## src/rtl/tlb_op_ctrl.sv

```systemverilog
// TLB maintenance controller: sequences TLBR/TLBWI/TLBWR/TLBP against the TLB array,
// owns the CP0 Random register and produces one-cycle CP0 writeback pulses.
module tlb_op_ctrl #(
  parameter int ENTRY_NUM = 32
) (
  input  logic        clk,
  input  logic        rst_n,
  input  logic        op_valid,
  input  logic [1:0]  op_code,
  input  logic        flush,
  output logic        op_ready,
  output logic        busy,
  input  logic [31:0] cp0_index,
  input  logic [31:0] cp0_entryhi,
  input  logic [31:0] cp0_entrylo0,
  input  logic [31:0] cp0_entrylo1,
  input  logic [31:0] cp0_pagemask,
  input  logic [4:0]  wired,
  input  logic        wired_we,
  output logic [4:0]  random,
  output logic        wtlb,
  output logic [4:0]  tlb_addr,
  output logic [89:0] tlb_wdata,
  input  logic [89:0] tlbr_result,
  input  logic [31:0] tlbp_result,
  output logic        probe_active,
  output logic [31:0] probe_va,
  output logic        wb_valid,
  output logic [1:0]  wb_sel,
  output logic [31:0] wb_index,
  output logic [31:0] wb_entryhi,
  output logic [31:0] wb_entrylo0,
  output logic [31:0] wb_entrylo1,
  output logic [31:0] wb_pagemask,
  output logic [2:0]  fsm_state
);

  localparam logic [4:0] RAND_MAX = 5'(ENTRY_NUM - 1);
  localparam logic [1:0] OP_TLBR  = 2'b00;
  localparam logic [1:0] OP_TLBWI = 2'b01;
  localparam logic [1:0] OP_TLBWR = 2'b10;
  localparam logic [1:0] OP_TLBP  = 2'b11;

  typedef enum logic [2:0] {
    S_IDLE, S_WRITE, S_READ, S_PROBE, S_PROBE_WAIT, S_DONE
  } state_t;

  state_t      state;
  logic        accept;
  logic [89:0] wdata_next;
  logic        unused_bits;

  // Handshake: a request transfers on a cycle where op_valid and op_ready are both high;
  // op_ready is combinational so flush blocks acceptance in the same cycle.
  assign op_ready  = rst_n && (state == S_IDLE) && !flush;
  assign accept    = op_valid && op_ready;
  assign fsm_state = state;

  assign wdata_next = {cp0_pagemask[24:13], cp0_entryhi[31:13], cp0_entryhi[7:0],
                       cp0_entrylo0[0] & cp0_entrylo1[0],
                       cp0_entrylo0[25:1], cp0_entrylo1[25:1]};

  assign unused_bits = ^{cp0_index[31:5], cp0_entryhi[12:8], cp0_entrylo0[31:26],
                         cp0_entrylo1[31:26], cp0_pagemask[31:25], cp0_pagemask[12:0]};

  always_ff @(posedge clk) begin
    if (!rst_n) begin
      state        <= S_IDLE;
      random       <= RAND_MAX;
      busy         <= 1'b0;
      wtlb         <= 1'b0;
      tlb_addr     <= '0;
      tlb_wdata    <= '0;
      probe_active <= 1'b0;
      probe_va     <= '0;
      wb_valid     <= 1'b0;
      wb_sel       <= '0;
      wb_index     <= '0;
      wb_entryhi   <= '0;
      wb_entrylo0  <= '0;
      wb_entrylo1  <= '0;
      wb_pagemask  <= '0;
    end else begin
      // Random counts down to Wired and wraps back to the top entry.
      if (wired_we || (random == wired)) random <= RAND_MAX;
      else                               random <= random - 5'd1;

      wtlb     <= 1'b0;
      wb_valid <= 1'b0;

      case (state)
        S_IDLE: begin
          if (accept) begin
            busy     <= 1'b1;
            tlb_addr <= (op_code == OP_TLBWR) ? random : cp0_index[4:0];
            case (op_code)
              OP_TLBR: state <= S_READ;
              OP_TLBWI, OP_TLBWR: begin
                state     <= S_WRITE;
                wtlb      <= 1'b1;
                tlb_wdata <= wdata_next;
              end
              OP_TLBP: begin
                state        <= S_PROBE;
                probe_active <= 1'b1;
                probe_va     <= {cp0_entryhi[31:13], 13'b0};
              end
            endcase
          end
        end
        S_WRITE: state <= S_DONE;
        S_READ: begin
          wb_valid    <= 1'b1;
          wb_sel      <= 2'b00;
          wb_entryhi  <= {tlbr_result[77:59], 5'b0, tlbr_result[58:51]};
          wb_entrylo0 <= {6'b0, tlbr_result[49:25], tlbr_result[50]};
          wb_entrylo1 <= {6'b0, tlbr_result[24:0], tlbr_result[50]};
          wb_pagemask <= {7'b0, tlbr_result[89:78], 13'b0};
          state       <= S_DONE;
        end
        S_PROBE: state <= S_PROBE_WAIT;
        S_PROBE_WAIT: begin
          probe_active <= 1'b0;
          wb_valid     <= 1'b1;
          wb_sel       <= 2'b11;
          wb_index     <= tlbp_result;
          state        <= S_DONE;
        end
        S_DONE: begin
          state <= S_IDLE;
          busy  <= 1'b0;
        end
        default: begin
          state        <= S_IDLE;
          busy         <= 1'b0;
          probe_active <= 1'b0;
        end
      endcase
    end
  end

endmodule

```

## config.mk

```make
export PLATFORM = sky130hd
export DESIGN_NAME = tlb_op_ctrl
export DESIGN_NICKNAME = d
export VERILOG_FILES = /design/src/rtl/tlb_op_ctrl.sv
export SDC_FILE = /design/constraint.sdc
export NUM_CORES = 1
export LEC_CHECK = 0
export CORE_AREA = 2 2 230 232
export CTS_CLUSTER_SIZE = 20
export DETAILED_ROUTE_END_ITERATION = 10
export DIE_AREA = 0 0 232 234
export PLACE_DENSITY_LB_ADDON = 0.1
export SYNTH_ARGS = -nofsm -noshare
export SYNTH_HDL_FRONTEND = slang
export SYNTH_SLANG_ARGS = --single-unit
```

## constraint.sdc

```tcl
create_clock -name clk -period 1.5 [get_ports clk]
set_input_delay 0.15 -clock clk [delete_from_list [all_inputs] [get_ports clk]]
set_output_delay 0.15 -clock clk [all_outputs]
set_load 0.005 [all_outputs]
```

==> flow_metrics.tcl, run 1 <==
set metrics [dict create \
    syn_inst 1170 \
    r2r_start "fsm_state[1]$_SDFFE_PN0P_" \
    crit_type "flip-flop to flip-flop" \
    startpoint "fsm_state[1]$_SDFFE_PN0P_" \
    critPathLaunchType "flip-flop" \
    ff2ff_setup_slack_ns -0.23 \
    layout.nets 2000 \
    violations "negative setup slack" \
    ys_seq_area_frac 0.489 \
    slew_violations 0 \
    min_period_ns 1.73 \
    slowest_delay_ns 0.48 \
    cp_cell_sequence "buf_4 > buf_6 > buf_6 > buf_6 > or3b_4 > clkbuf_16 > nand2_2 > a21boi_0" \
    synth_area_um2 10200 \
    final-hold-violation-count 0 \
    power.internal_mw 14.3 \
    slowest_stage "or3b_4" \
    rows 84 \
    worst_pin_slew_ns 0.572 \
    drc 0 \
    gp_congestion 0.733 \
    cts_made_buffers 34 \
    wl_per_cell_um 18.4 \
    wirelength_mm 44.6 \
    leakagePower_nw 7.74 \
    final_cell_mix "dlygate4sd2_1 (248), dfxtp_1 (237), clkdlybuf4s50_1 (228), nand2_1 (211), a21boi_1 (178)" \
    cp_common_cell "buf_6" \
    r2r_end "wb_index[5]$_SDFFE_PN0P_" \
    drtIter0Drc 326 \
    clk_pin_slew_worst_paths_ns 0.06 \
    finalNonFillerCells 2417 \
    synth_top_cell_by_area "dfxtp_1" \
    arrival_ns 2.14 \
    finClkSkew_ns 0.0127 \
    vias 10100 \
    cap_viol_max_count 0 \
    ir_drop_mv 0.645 \
    hpwl_mm 28.6 \
    cp-end-kind "flip-flop" \
    max_freq_mhz 579 \
    die_height_um 234 \
    p_seq_frac 0.355 \
    comb_power_share 0.223 \
    power_mw 19.7 \
    start_util 0.196 \
    r2r_cells 8 \
    dieArea_um2 54300 \
    switching_share 0.271 \
    setup_slack_ns -0.228 \
    p_switching_mw 5.32 \
    tns_ns -27.54 \
    grt_pass1_vias 9982 \
    syn_avg_cell_area_um2 8.71 \
    ys_seq_elements 249 \
    num_io_pins 596 \
    pwr_density_cell_nw_per_um2 1050 \
    critPathMaxFanout 8 \
    ys_top_cells_by_area "dfxtp_1 (49%), nand2_1 (9.2%), a21boi_0 (8.6%)" \
    grt_start_max_net_pins 135 \
    worstPathRequired_ns 1.91 \
    core_area_um2 52000 \
    final_common_cell "dlygate4sd2_1" \
    status "complete, but fails checks" \
    timing.max_slew.rel_slack 0.619 \
    vias_per_cell 4.20 \
    antenna_found_initial 2 \
    port-buffer-count 481 \
    clockRootBuffer "clkbuf_16" \
    first_pass_iters 4 \
    period_share 1.15 \
    clkSinkCount 249 \
    gr-total-overflow 0 \
    cp-endpoint "wb_index[5]$_SDFFE_PN0P_" \
    clkLatencyLatePin_ns 0.54 \
    rsz0062_at_grt "true" \
    grt_pass1_wl_mm 62.8 \
    holdCritPathClass "primary input to flip-flop" \
    grt.total_usage 0.151 \
    final_layout_size_suffix_gt1_frac 0.201 \
    clkPwrFrac 0.422 \
    dp_cells 2290 \
    cts_buffer_depth 3 \
    pre_cts_ws_ns -0.579 \
    setup_viol 222 \
    postRouteAntennaNets 0 \
    synth.distinct_cells 35 \
    area_delta_synth_final_pct 83.3 \
    yosys_warnings 0 \
    synth_top_area_frac 0.489 \
    htree_levels 2 \
    die_w_um 232 \
    cts_tree "done" \
]
[power by group through the flow]
stage / Clock, mW / Combinational (mW) / Sequential [mW]
2_1_floorplan: 0 / 1.37 / 7.13
3_3_place_gp: 0 / 3.08 / 7.10
3_5_place_dp: 0 / 3.07 / 7.11
4_1_cts: 8.63 / 4.29 / 6.95
5_1_grt: 8.92 / 4.74 / 7.00
6_report: 8.30 / 4.39 / 6.97
[how the worst min path moves through the flow]
stage | start | endpoint | slack [ns] | cells after the start
final | tlbr_result[15] | wb_entrylo1[16]$_SDFFE_PN0P_ | 0.17 | 3
after global routing | tlbr_result[60] | wb_entryhi[14]$_SDFFE_PN0P_ | 0.14 | 3
after CTS | tlbr_result[60] | wb_entryhi[14]$_SDFFE_PN0P_ | 0.12 | 3
after detailed placement | wb_index[23]$_SDFFE_PN0P_ | wb_index[23]$_SDFFE_PN0P_ | 0.45 | 2
after global placement | wb_index[16]$_SDFFE_PN0P_ | wb_index[16]$_SDFFE_PN0P_ | 0.44 | 2
after floorplan | tlbr_result[60] | wb_entryhi[14]$_SDFFE_PN0P_ | 0.28 | 2
[synthesized netlist by cell type]
| library cell | number |
|---|---|
| a211oi_1 | 1 |
| a21boi_0 | 117 |
| a21boi_1 | 115 |
| a21oi_1 | 2 |
| a31oi_1 | 1 |
| and3_1 | 2 |
| and3b_1 | 1 |
| and4b_1 | 2 |
| buf_1 | 1 |
| buf_2 | 49 |
| buf_4 | 54 |
| buf_6 | 9 |
| clkbuf_1 | 44 |
| conb_1 | 1 |
| dfxtp_1 | 249 |
| ha_1 | 4 |
| inv_1 | 6 |
| mux2i_1 | 10 |
| nand2_1 | 251 |
| nand3_1 | 109 |
| nand4_1 | 1 |
| nand4b_2 | 2 |
| nor2_1 | 1 |
| nor2b_1 | 4 |
| nor3_1 | 1 |
| nor3_2 | 1 |
| nor3b_1 | 3 |
| nor3b_2 | 1 |
| o211ai_1 | 5 |
| o21ai_0 | 45 |
| o21ai_1 | 66 |
| o21ba_2 | 1 |
| or3_4 | 1 |
| or3b_1 | 2 |
| xnor2_1 | 8 |
[repair_timing]
item	CTS	global route
hold buffers	1	0
gates cloned	14	16
hold endpoints to repair	3	0
pin swaps	102	91
resized for setup	409	206
setup endpoints to repair	346	246
buffers inserted	26	19
[cell families after synthesis]
kind of cell | synth area share
simple gates | 0.164
compound gates | 0.232
flops | 0.489
buf+inv | 0.0925
mux | 0.00982
xor+xnor | 0.00687
fa+ha+maj | 0.00491
other cells | 0.000368
[registers in the layout, indices dropped and copies added (netlist names)]
signal,count
busy,1
fsm_state,3
probe_active,1
probe_va,19
random,5
tlb_addr,5
tlb_wdata,90
wb_entryhi,27
wb_entrylo0,25
wb_entrylo1,26
wb_index,32
wb_pagemask,12
wb_sel,1
wb_valid,1
wtlb,1
[routing by layer]
layer  vias to the layer above  global-route usage  wire [µm]
met5                         -                   0         11
met4                         2              0.0415        869
met3                        51              0.0646       4200
met2                       359               0.253      21200
met1                      4776               0.176      18300
li1                       4961                   -          -
[critical path: cells and delay by family, from the launching register on]
family	cells	cell delay [ns]
buffers and inverters	5	0.69
AND/OR/NAND/NOR	2	0.53
AO/OA/AOI/OAI	1	0.06
flip-flops	1	0.31
[final cells by class]
cell class	instances	area (µm²)
fillers	5450	33300
repair buffers	603	6410
multi-input cells	808	5230
flip-flops and latches	249	5010
clock buffers	56	1100
well taps	688	861
clock inverters	6	55.1
inverters	6	22.5
diodes	1	2.50
[stage by stage]
step,hold WS (ns),instance area (µm²),util
2_1_floorplan,0.285,10400,-
3_3_place_gp,0.441,15900,0.306
3_5_place_dp,0.446,15900,0.306
4_1_cts,0.123,17800,0.343
5_1_grt,0.142,18700,0.359
6_report,0.166,18700,0.359
Power figures use the tool's default switching activity.
==> run 2, diff against run 1 <==
--- a/config.mk
+++ b/config.mk
@@ -8,3 +8,3 @@
 export CORE_AREA = 2 2 230 232
-export CTS_CLUSTER_SIZE = 20
+export CTS_CLUSTER_SIZE = 24
 export DETAILED_ROUTE_END_ITERATION = 10
--- a/constraint.sdc
+++ b/constraint.sdc
@@ -3,2 +3,2 @@
 set_output_delay 0.15 -clock clk [all_outputs]
-set_load 0.005 [all_outputs]
+set_load 0.02 [all_outputs]
==> flow_metrics.tcl, run 2 (synthesis results as in run 1) <==
set metrics [dict create \
    final_layout_size_suffix_gt1_frac 0.125 \
    ir_drop_mv 0.934 \
    final-hold-violation-count 0 \
    htree_levels 1 \
    grt.total_usage 0.143 \
    pwr_density_cell_nw_per_um2 1020 \
    layout.nets 1982 \
    whs_path_depth 3 \
    die_w_um 232 \
    r2r_cells 8 \
    tns_ns -39.12 \
    p_seq_frac 0.388 \
    r2r_end "wb_entrylo1[12]$_SDFFE_PN0P_" \
    cp-end-kind "output pin" \
    comb_power_share 0.216 \
    r2r_start "fsm_state[2]$_SDFFE_PN0P_" \
    leakagePower_nw 7.39 \
    hpwl_mm 28.3 \
    max_freq_mhz 559 \
    slew_violations 0 \
    cts_made_buffers 31 \
    final_cell_mix "dfxtp_1 (244), dlygate4sd2_1 (235), clkdlybuf4s50_1 (228), nand2_1 (219), a21boi_1 (165)" \
    num_io_pins 596 \
    multiInputGateArea_um2 4660 \
    gp_congestion 0.740 \
    rsz0062_at_grt "true" \
    setup_viol 241 \
    start_util 0.196 \
    rows 84 \
    power.internal_mw 12.9 \
    pre_cts_ws_ns -0.503 \
    hold-path-endpoint "wb_pagemask[20]$_SDFFE_PN0P_" \
    finClkSkew_ns 0.00614 \
    holdCritPathClass "primary input to flip-flop" \
    final_common_cell "dfxtp_1" \
    switching_share 0.284 \
    p_switching_mw 5.11 \
    clkPwrFrac 0.397 \
    first_pass_iters 6 \
    status "complete, but fails checks" \
    timing.max_slew.rel_slack 0.609 \
    worst_pin_slew_ns 0.586 \
    core_area_um2 52000 \
    clkSinkCount 249 \
    port-buffer-count 481 \
    grt_pass1_vias 9804 \
    antenna_found_initial 1 \
    gr-total-overflow 0 \
    drtIter0Drc 377 \
    vias_per_cell 4.17 \
    clkLatencyLatePin_ns 0.58 \
    largest-register "tlb_wdata" \
    clockRootBuffer "clkbuf_16" \
    grt_start_max_net_pins 133 \
    reg.largest.list "tlb_wdata (90), wb_index (32), wb_entryhi (27)" \
    clk_pin_slew_worst_paths_ns 0.06 \
    fill_cells 5536 \
    worstPathRequired_ns 1.35 \
    cts_tree "done" \
    postRouteAntennaNets 0 \
    regArea_um2 4990 \
    final_util 0.337 \
    num_antenna_cells 0 \
    drc 0 \
    wirelength_mm 43.1 \
    grt_pass1_wl_mm 60.5 \
    min_from "tlbr_result[85]" \
    largest_reg_flops 90 \
    critPathLaunchType "flip-flop" \
    area_delta_synth_final_pct 72.2 \
    min_period_ns 1.79 \
    ff2ff_setup_slack_ns -0.26 \
    die_height_um 234 \
    cap_viol_max_count 0 \
    crit_type "flip-flop to output pin" \
    wl_per_cell_um 18.0 \
    arrival_ns 1.64 \
    setup_slack_ns -0.288 \
    violations "negative setup slack" \
    period_share 1.19 \
    vias 9987 \
    critPathMaxFanout 2 \
    cts_buffer_depth 3 \
    dieArea_um2 54300 \
]
-- run 2: changes by cell type in the layout (fill, tap and decap cells not counted), moves of 8 or more --
cell           before  now
a21boi_2           23    7
buf_4              34   44
buf_6              24   14
nand3_1            32  109
clkbuf_1            9   17
a21boi_0           31   60
nand3_2            66    0
a21boi_1          178  165
buf_16             12    2
nand2_1           211  219
dlygate4sd2_1     248  235
nand3_4            11    0
-- run 2: area by class of cell --
class / instances / area share
clock buffer: 55 / 0.0533
multi-input combinational: 809 / 0.266
inverter: 6 / 0.00128
sequential: 249 / 0.284
clock inverter: 1 / 0.000499
timing repair buffer: 587 / 0.346
tap: 688 / 0.0490
-- run 2: per-layer routing --
metal | global-route usage | wire length, µm | vias to the layer above
met1 | 0.168 | 17700 | 4680
met5 | 0 | 13 | -
met2 | 0.241 | 20400 | 352
met4 | 0.0315 | 854 | 2
met3 | 0.0613 | 4210 | 47
li1 | - | - | 4906
-- run 2: how the worst max path moves through the flow --
stage / startpoint / endpoint / slack, ns / cells after the start
finish: fsm_state[2]$_SDFFE_PN0P_ / op_ready / -0.29 / 3
global route: fsm_state[2]$_SDFFE_PN0P_ / op_ready / -0.36 / 3
CTS: fsm_state[2]$_SDFFE_PN0P_ / op_ready / -0.32 / 3
detailed placement: op_code[1] / tlb_wdata[45]$_SDFFE_PN0P_ / -0.50 / 8
global placement: op_code[0] / tlb_wdata[48]$_SDFFE_PN0P_ / -0.47 / 8
floorplan: fsm_state[1]$_SDFFE_PN0P_ / op_ready / -0.08 / 5
-- run 2: power groups by stage --
stage / registers (mW) / logic [mW] / clock network [mW]
3_3_place_gp: 7.10 / 3.47 / 0
4_1_cts: 6.96 / 3.49 / 7.44
3_5_place_dp: 7.11 / 3.46 / 0
5_1_grt: 6.99 / 4.15 / 7.72
2_1_floorplan: 7.39 / 1.47 / 0
6_report: 6.96 / 3.87 / 7.12
-- run 2: repair_timing --
action,CTS,global route
endpoints found under the hold margin,4,0
endpoints found under the setup margin,341,256
setup buffers,9,19
hold buffers,1,0
gates resized for setup,306,129
gates cloned,3,15
pin swaps,3,35
-- run 2: stage by stage --
stage | hold slack [ns] | area, µm² | instances | total power, mW
finish | 0.115 | 17600 | 2395 | 18.0
global route | 0.0759 | 17600 | 2395 | 18.9
CTS | 0.0735 | 16900 | 2364 | 17.9
detailed placement | 0.444 | 16000 | 2295 | 10.6
global placement | 0.440 | 16000 | 2295 | 10.6
floorplan | 0.285 | 10400 | 1219 | 8.86
-- run 2: critical path: stages (launching register included) --
cell	delay, ns
dfxtp_2	0.32
or3_4	0.41
nor3b_4	0.19
buf_6	0.15
